**src/rtl/mem_access_ctrl.sv**
```systemverilog
// mem_access_ctrl
// ---------------
// Single-request memory access controller. It sits between a core's load/store
// path and a word-wide memory with separate address and read-data handshakes.
// Each accepted request is decoded into lanes, issued once to memory, and
// answered with exactly one response. The response carries either the
// extended/merged load result or zero for a store.
//
// Parameters
//   TIMEOUT        : maximum number of stalled cycles allowed in ADDR or RDATA
//                    before the access is aborted with an error; 0 = no limit.
//
// Compile-time option
//   MEM_ALIGN_CHECK_EN : when defined, misaligned word or halfword accesses are
//                    rejected as illegal and never reach memory.
//
// Ports
//   clk, rst                     clock, asynchronous active-high reset
//   req_valid/req_ready          core request handshake (ready only in IDLE)
//   req_wr, req_ctrl             store flag, access-type code
//   req_addr, req_wdata          byte address, rt value (store data / merge source)
//   mem_addr                     word-aligned memory address
//   mem_read/mem_write           address-phase request, accepted by mem_addr_ready
//   mem_wdata, mem_strb          lane-aligned store data and byte enables
//   mem_rdata, mem_rdata_valid   read data returned by memory
//   mem_rdata_ready              controller waiting for read data
//   resp_valid/resp_ready        response handshake toward the core
//   resp_data, resp_err          load result (0 for stores/errors), error flag
module mem_access_ctrl #(
  parameter int unsigned TIMEOUT = 255
) (
  input  logic        clk,
  input  logic        rst,
  input  logic        req_valid,
  output logic        req_ready,
  input  logic        req_wr,
  input  logic [3:0]  req_ctrl,
  input  logic [31:0] req_addr,
  input  logic [31:0] req_wdata,
  output logic [31:0] mem_addr,
  output logic        mem_read,
  output logic        mem_write,
  input  logic        mem_addr_ready,
  output logic [31:0] mem_wdata,
  output logic [3:0]  mem_strb,
  input  logic [31:0] mem_rdata,
  input  logic        mem_rdata_valid,
  output logic        mem_rdata_ready,
  output logic        resp_valid,
  input  logic        resp_ready,
  output logic [31:0] resp_data,
  output logic        resp_err
);

  // Counter only needs to hold values 0 .. TIMEOUT-1.
  localparam int CNT_W = (TIMEOUT < 2) ? 1 : $clog2(TIMEOUT);

`ifdef MEM_ALIGN_CHECK_EN
  localparam bit ALIGN_CHK = 1'b1;
`else
  localparam bit ALIGN_CHK = 1'b0;
`endif

  typedef enum logic [1:0] {
    S_IDLE,
    S_ADDR,
    S_RDATA,
    S_RESP
  } state_t;

  state_t             state_q, state_d;
  logic               wr_q, wr_d;
  logic [3:0]         ctrl_q, ctrl_d;
  logic [31:0]        addr_q, addr_d;
  logic [31:0]        wdata_q, wdata_d;
  logic [CNT_W-1:0]   cnt_q, cnt_d;
  logic [31:0]        rdata_q, rdata_d;
  logic               err_q, err_d;

  logic               timeout_hit;
  logic [35:0]        lanes;

  // Request legality: unknown codes, store-only codes on a load, load-only
  // codes on a store, and (optionally) misaligned word/half accesses.
  function automatic logic req_illegal(input logic wr, input logic [3:0] ctrl,
                                       input logic [1:0] ea);
    logic bad;
    bad = (ctrl > 4'b1010);
    if (!wr && (ctrl >= 4'b0111) && (ctrl <= 4'b1010)) bad = 1'b1;
    if (wr && (ctrl >= 4'b0001) && (ctrl <= 4'b0110)) bad = 1'b1;
    if (ALIGN_CHK && (ctrl == 4'b0000) && (ea != 2'b00)) bad = 1'b1;
    if (ALIGN_CHK && ((ctrl == 4'b0001) || (ctrl == 4'b0010) || (ctrl == 4'b1010)) && ea[0])
      bad = 1'b1;
    return bad;
  endfunction

  // Store lane placement, little-endian. Returns {strb, data}.
  // swl writes the top (ea+1) bytes of rt into bytes 0..ea;
  // swr writes the low (4-ea) bytes of rt into bytes ea..3.
  function automatic logic [35:0] store_lanes(input logic [3:0] ctrl, input logic [1:0] ea,
                                              input logic [31:0] wd);
    logic [3:0]  strb;
    logic [31:0] data;
    case (ctrl)
      4'b1001: begin
        strb = 4'b0001 << ea;
        data = wd << {ea, 3'b000};
      end
      4'b1010: begin
        strb = ea[1] ? 4'b1100 : 4'b0011;
        data = ea[1] ? {wd[15:0], 16'h0000} : {16'h0000, wd[15:0]};
      end
      4'b0111: begin
        case (ea)
          2'd0:    strb = 4'b0001;
          2'd1:    strb = 4'b0011;
          2'd2:    strb = 4'b0111;
          default: strb = 4'b1111;
        endcase
        data = wd >> {~ea, 3'b000};
      end
      4'b1000: begin
        strb = 4'b1111 << ea;
        data = wd << {ea, 3'b000};
      end
      default: begin
        strb = 4'b1111;
        data = wd;
      end
    endcase
    return {strb, data};
  endfunction

  // Load extension/merge, little-endian. lwl/lwr keep the rt bytes that the
  // memory word does not cover.
  function automatic logic [31:0] load_extend(input logic [3:0] ctrl, input logic [1:0] ea,
                                              input logic [31:0] rd, input logic [31:0] rt);
    logic [7:0]  b;
    logic [15:0] h;
    logic [31:0] r;
    case (ea)
      2'd0:    b = rd[7:0];
      2'd1:    b = rd[15:8];
      2'd2:    b = rd[23:16];
      default: b = rd[31:24];
    endcase
    h = ea[1] ? rd[31:16] : rd[15:0];
    case (ctrl)
      4'b0001: r = {{16{h[15]}}, h};
      4'b0010: r = {16'h0000, h};
      4'b0011: r = {{24{b[7]}}, b};
      4'b0100: r = {24'h000000, b};
      4'b0101: r = (rd << {~ea, 3'b000}) | (rt & ~(32'hFFFF_FFFF << {~ea, 3'b000}));
      4'b0110: r = (rd >> {ea, 3'b000}) | (rt & ~(32'hFFFF_FFFF >> {ea, 3'b000}));
      default: r = rd;
    endcase
    return r;
  endfunction

  assign timeout_hit = (TIMEOUT != 0) && (cnt_q == CNT_W'(TIMEOUT - 1));
  assign lanes       = store_lanes(ctrl_q, addr_q[1:0], wdata_q);

  always_comb begin
    state_d = state_q;
    wr_d    = wr_q;
    ctrl_d  = ctrl_q;
    addr_d  = addr_q;
    wdata_d = wdata_q;
    cnt_d   = cnt_q;
    rdata_d = rdata_q;
    err_d   = err_q;
    case (state_q)
      S_IDLE: begin
        if (req_valid) begin
          wr_d    = req_wr;
          ctrl_d  = req_ctrl;
          addr_d  = req_addr;
          wdata_d = req_wdata;
          cnt_d   = '0;
          rdata_d = '0;
          if (req_illegal(req_wr, req_ctrl, req_addr[1:0])) begin
            err_d   = 1'b1;
            state_d = S_RESP;
          end else begin
            err_d   = 1'b0;
            state_d = S_ADDR;
          end
        end
      end
      S_ADDR: begin
        if (mem_addr_ready) begin
          cnt_d = '0;
          if (wr_q) begin
            rdata_d = '0;
            err_d   = 1'b0;
            state_d = S_RESP;
          end else begin
            state_d = S_RDATA;
          end
        end else if (timeout_hit) begin
          rdata_d = '0;
          err_d   = 1'b1;
          state_d = S_RESP;
        end else if (TIMEOUT != 0) begin
          cnt_d = cnt_q + CNT_W'(1);
        end
      end
      S_RDATA: begin
        if (mem_rdata_valid) begin
          rdata_d = load_extend(ctrl_q, addr_q[1:0], mem_rdata, wdata_q);
          err_d   = 1'b0;
          state_d = S_RESP;
        end else if (timeout_hit) begin
          rdata_d = '0;
          err_d   = 1'b1;
          state_d = S_RESP;
        end else if (TIMEOUT != 0) begin
          cnt_d = cnt_q + CNT_W'(1);
        end
      end
      S_RESP: begin
        if (resp_ready) state_d = S_IDLE;
      end
      default: state_d = S_IDLE;
    endcase
  end

  always_ff @(posedge clk or posedge rst) begin
    if (rst) begin
      state_q <= S_IDLE;
      wr_q    <= 1'b0;
      ctrl_q  <= '0;
      addr_q  <= '0;
      wdata_q <= '0;
      cnt_q   <= '0;
      rdata_q <= '0;
      err_q   <= 1'b0;
    end else begin
      state_q <= state_d;
      wr_q    <= wr_d;
      ctrl_q  <= ctrl_d;
      addr_q  <= addr_d;
      wdata_q <= wdata_d;
      cnt_q   <= cnt_d;
      rdata_q <= rdata_d;
      err_q   <= err_d;
    end
  end

  // Outputs are pure state decodes; address/data buses are zero outside the
  // phase that owns them so nothing stale leaks onto the memory bus.
  always_comb begin
    req_ready       = (state_q == S_IDLE);
    mem_read        = (state_q == S_ADDR) && !wr_q;
    mem_write       = (state_q == S_ADDR) && wr_q;
    mem_addr        = (state_q == S_ADDR) ? {addr_q[31:2], 2'b00} : 32'h0;
    mem_wdata       = mem_write ? lanes[31:0] : 32'h0;
    mem_strb        = mem_write ? lanes[35:32] : 4'h0;
    mem_rdata_ready = (state_q == S_RDATA);
    resp_valid      = (state_q == S_RESP);
    resp_data       = (state_q == S_RESP) ? rdata_q : 32'h0;
    resp_err        = (state_q == S_RESP) && err_q;
  end

endmodule

```
**config.mk**
```make
export PLATFORM = sky130hd
export DESIGN_NAME = mem_access_ctrl
export DESIGN_NICKNAME = d
export VERILOG_FILES = /design/src/rtl/mem_access_ctrl.sv
export SDC_FILE = /design/constraint.sdc
export NUM_CORES = 1
export LEC_CHECK = 0
export BUFFER_PORTS_ARGS = -buffer_cell sky130_fd_sc_hd__buf_4
export CORE_UTILIZATION = 48
export CTS_BUF_LIST = sky130_fd_sc_hd__clkbuf_16
export CTS_CLUSTER_DIAMETER = 200
export DETAILED_ROUTE_END_ITERATION = 10
export GPL_TIMING_DRIVEN = 0
export MAX_ROUTING_LAYER = met4
export PLACE_DENSITY = 0.77
export SETUP_SLACK_MARGIN = 0.5
export SYNTH_ARGS = -nofsm -noshare
export SYNTH_HDL_FRONTEND = slang
export SYNTH_SLANG_ARGS = --single-unit
```
**constraint.sdc**
```tcl
create_clock -name clk -period 10.9 [get_ports clk]
set_input_delay 2.18 -clock clk [delete_from_list [all_inputs] [get_ports clk]]
set_output_delay 2.18 -clock clk [all_outputs]
set_load 0.02 [all_outputs]
```
==> flow_summary_export.csv <==
group,metric,value,unit
status,outcome,"finished, final reports clean",
setup_path,reg2reg_depth,6,
setup_path,critical_path_peak_fanout,10,
detailed_routing,routed_wl,27400,µm
synthesis,synth_cell_types,71,
cts,cts_resized,0,
timing,final_max_slew_viol_count,0,
detailed_routing,first_pass_iters,6,
placed_design,hpwl,20700,µm
synthesis,synth_edf_count,0,
synthesis,synth-seq-cells,112,
cts,cts_setup_buffers,0,
floorplan,rows,47,
synthesis,syn-cell-area,0.00837,mm²
synthesis,synth_commonest_cells,"112 x dfrtp_1, 101 x mux2_2, 65 x a21oi_1, 65 x and2_1, 63 x mux2i_1",
cells_and_area,num_antenna_cells,0,
cts,clkTransAtPathRegs,0.09,ns
timing,worst_pin_slew,0.693,ns
cts,clk_latency,0.38,ns
setup_path,crit_family,"buffers and inverters",
setup_path,crit_chain,"inv_1 -> ha_1 -> nand2_1 -> inv_1 -> clkbuf_1 -> o21ai_0 -> a21oi_1 -> buf_4",
power_and_ir_drop,power_per_cell_area,293,mW/mm²
timing,tns,0,ns
floorplan,die_y,134,µm
detailed_routing,initialDrtViolationCount,914,
timing,finalCriticalPeriod,4.83,ns
cts,numCtsBuffers,9,
placed_design,numPlacedInstances,1289,
cts,clk_path_buf_depth,2,
setup_path,crit_type,"reg2out",
placed_design,port_buffers,210,
power_and_ir_drop,p_leak,4.86,nW
setup_path,cpPeakStageDelay,0.45,ns
global_routing,antenna_found_initial,0,
setup_path,required,8.72,ns
timing,finalSetupViolCount,0,
power_and_ir_drop,p_switching,0.00149,W
detailed_routing,via_per_inst,6.15,
synthesis,synth_top_cell_by_area,"dfrtp_1",
min_path,min_path_type,"reg2reg",
floorplan,die_area,0.0180,mm²
power_and_ir_drop,ir_worst_vdd,169,µV
timing,slew_headroom,53.8,%
timing,hold_viol,0,
setup_path,crit_path_top_delay_cell,"clkbuf_1",
timing,max_freq,207,MHz
floorplan,start_util,49.7,%
placed_design,place_congestion,1.01,
global_routing,grt_pass1_wl,42800,µm
synthesis,synth_top_area_share,33.5,%
cts,clockRootBuffer,"clkbuf_16",
setup_path,end_kind,"primary output",
floorplan,io-pin-count,213,
power_and_ir_drop,swShare,47.9,%
synthesis,seq_area_frac_synth,33.5,%
cts,cts_hold_buf,0,
power_and_ir_drop,combPwrFrac,61.9,%
timing,holdWs,0.472,ns
cts,h-tree-depth,3,
cells_and_area,regArea,0.00280,mm²
synthesis,synth_flop_cell,"dfrtp_1",
setup_path,cp.depth,8,
timing,rsz0062_at_grt,"no",
global_routing,grt_max_degree,61,
cells_and_area,multi_input_area,0.00505,mm²
synthesis,yosysMostFrequentCell,"dfrtp_1",
detailed_routing,wl_per_cell,21.0,µm
global_routing,track_usage,31.8,%
setup_path,arrival,2.65,ns
timing,final.period_utilization,44.3,%
global_routing,grt_overflow_total,0,
flow_run,drv_cap,0,
synthesis,syn_inst,857,
power_and_ir_drop,pwr-share-clk,11.5,%
synthesis,avgSynthCellArea,9.76,µm²
global_routing,grt_pass1_vias,7622,
detailed_routing,route.detailed.drc,0,
floorplan,coreArea,0.0168,mm²
cts,cts_sinks,112,
floorplan,die_w,134,µm
power_and_ir_drop,pwr-share-seq,26.6,%
cells_and_area,instances_no_fill,1305,
cells_and_area,area_growth,26.4,%
setup_path,path_buf_inv,4,
detailed_routing,vias,8022,
synthesis,synth-async-reset-ratio,100,%
synthesis,synth.area.top_cells,"dfrtp_1 33%, mux2_2 14%, mux2i_1 7.5%, and2_1 4.9%, a21oi_1 3.9%",
min_path,hold_depth,1,
cells_and_area,fill_cells,1505,
setup_path,startpoint_type,"flip-flop",
cells_and_area,nets,1193,
synthesis,yosysWarnings,0,
detailed_routing,antenna_left,0,
cells_and_area,drive_gt1_share,38.1,%
power_and_ir_drop,internal_power,0.00161,W
setup_path,cpMostUsedCell,"inv_1",
cts,cts_tree,"yes",
timing,skew,0.0150,ns
flip-flops by register name, summed over array words and instances, names as in the netlist:
signal   cells
wr_q         1
rdata_q     32
state_q      2
wdata_q     32
ctrl_q       4
cnt_q        8
err_q        1
addr_q      32
power groups by stage:
stage                     logic [W]  registers (W)  clock network (W)
after floorplan             0.00139       0.000720                  0
after global placement      0.00185       0.000805                  0
after detailed placement    0.00188       0.000818                  0
after CTS                   0.00189       0.000809           0.000363
after global routing        0.00205       0.000843           0.000378
final                       0.00192       0.000823           0.000357
worst paths after layout:
kind	startpoint	end	slack, ns
max reg2reg	state_q[0]	addr_q[30]	8.61
max in group asynchronous	rst	rdata_q[6]	8.25
min reg2reg	rdata_q[13]	rdata_q[13]	0.47
max	state_q[1]	mem_strb[2]	6.07
min	rdata_q[13]	rdata_q[13]	0.47
min in group asynchronous	rst	addr_q[22]	1.91
per-layer routing:
metal / global-route usage [%] / routed length (µm)
met1: 43.8 / 11600
met2: 48.2 / 12600
met3: 4.12 / 2590
met4: 10.8 / 636
met5: - / 0
logic make-up after synthesis:
kind of cell	Yosys count	share of synthesized area (%)
AOI/OAI and AO/OA	256	21.4
xor gates and xnor gates	1	0.105
adders and majority gates	6	0.897
buffers and inverters	89	6.16
DFF	112	33.5
muxes	174	23.8
other	1	0.0448
and+or+nand+nor	218	14.1
metrics by stage:
| step | cell area (µm²) | worst slack, ns | total power [W] | utilization (%) |
|---|---|---|---|---|
| 6_report | 10600 | 6.07 | 0.00310 | 62.9 |
| 5_1_grt | 10600 | 5.91 | 0.00327 | 62.9 |
| 4_1_cts | 10600 | 6.14 | 0.00306 | 62.9 |
| 3_5_place_dp | 10300 | 6.56 | 0.00270 | 61.0 |
| 3_3_place_gp | 10200 | 4.37 | 0.00265 | 60.8 |
| 2_1_floorplan | 8370 | 5.76 | 0.00211 | - |
placed cells by master (no fill, tap or decap), drive strengths merged, types with 11 or more instances in the layout:
cell | synthesis | routed
mux2 | 101 | 101
dfrtp | 112 | 112
mux2i | 63 | 63
o221ai | 16 | 16
a222oi | 16 | 16
a21oi | 67 | 67
a21o | 11 | 11
clkbuf | 22 | 31
inv | 9 | 14
o21ai | 62 | 62
buf | 58 | 269
a221oi | 12 | 12
and2 | 65 | 65
a32oi | 14 | 14
nor2 | 39 | 39
nand2 | 61 | 61
layout make-up:
type                    count  share of cell area, %
clock inverters             7                  0.911
plain buffers              80                   4.56
flip-flops and latches    112                   26.5
multi-input cells         657                   47.8
clock buffers               9                   2.13
inverters                   9                  0.343
well taps                 220                   2.60
repair buffers            211                   15.2
Power figures use the tool's default switching activity.
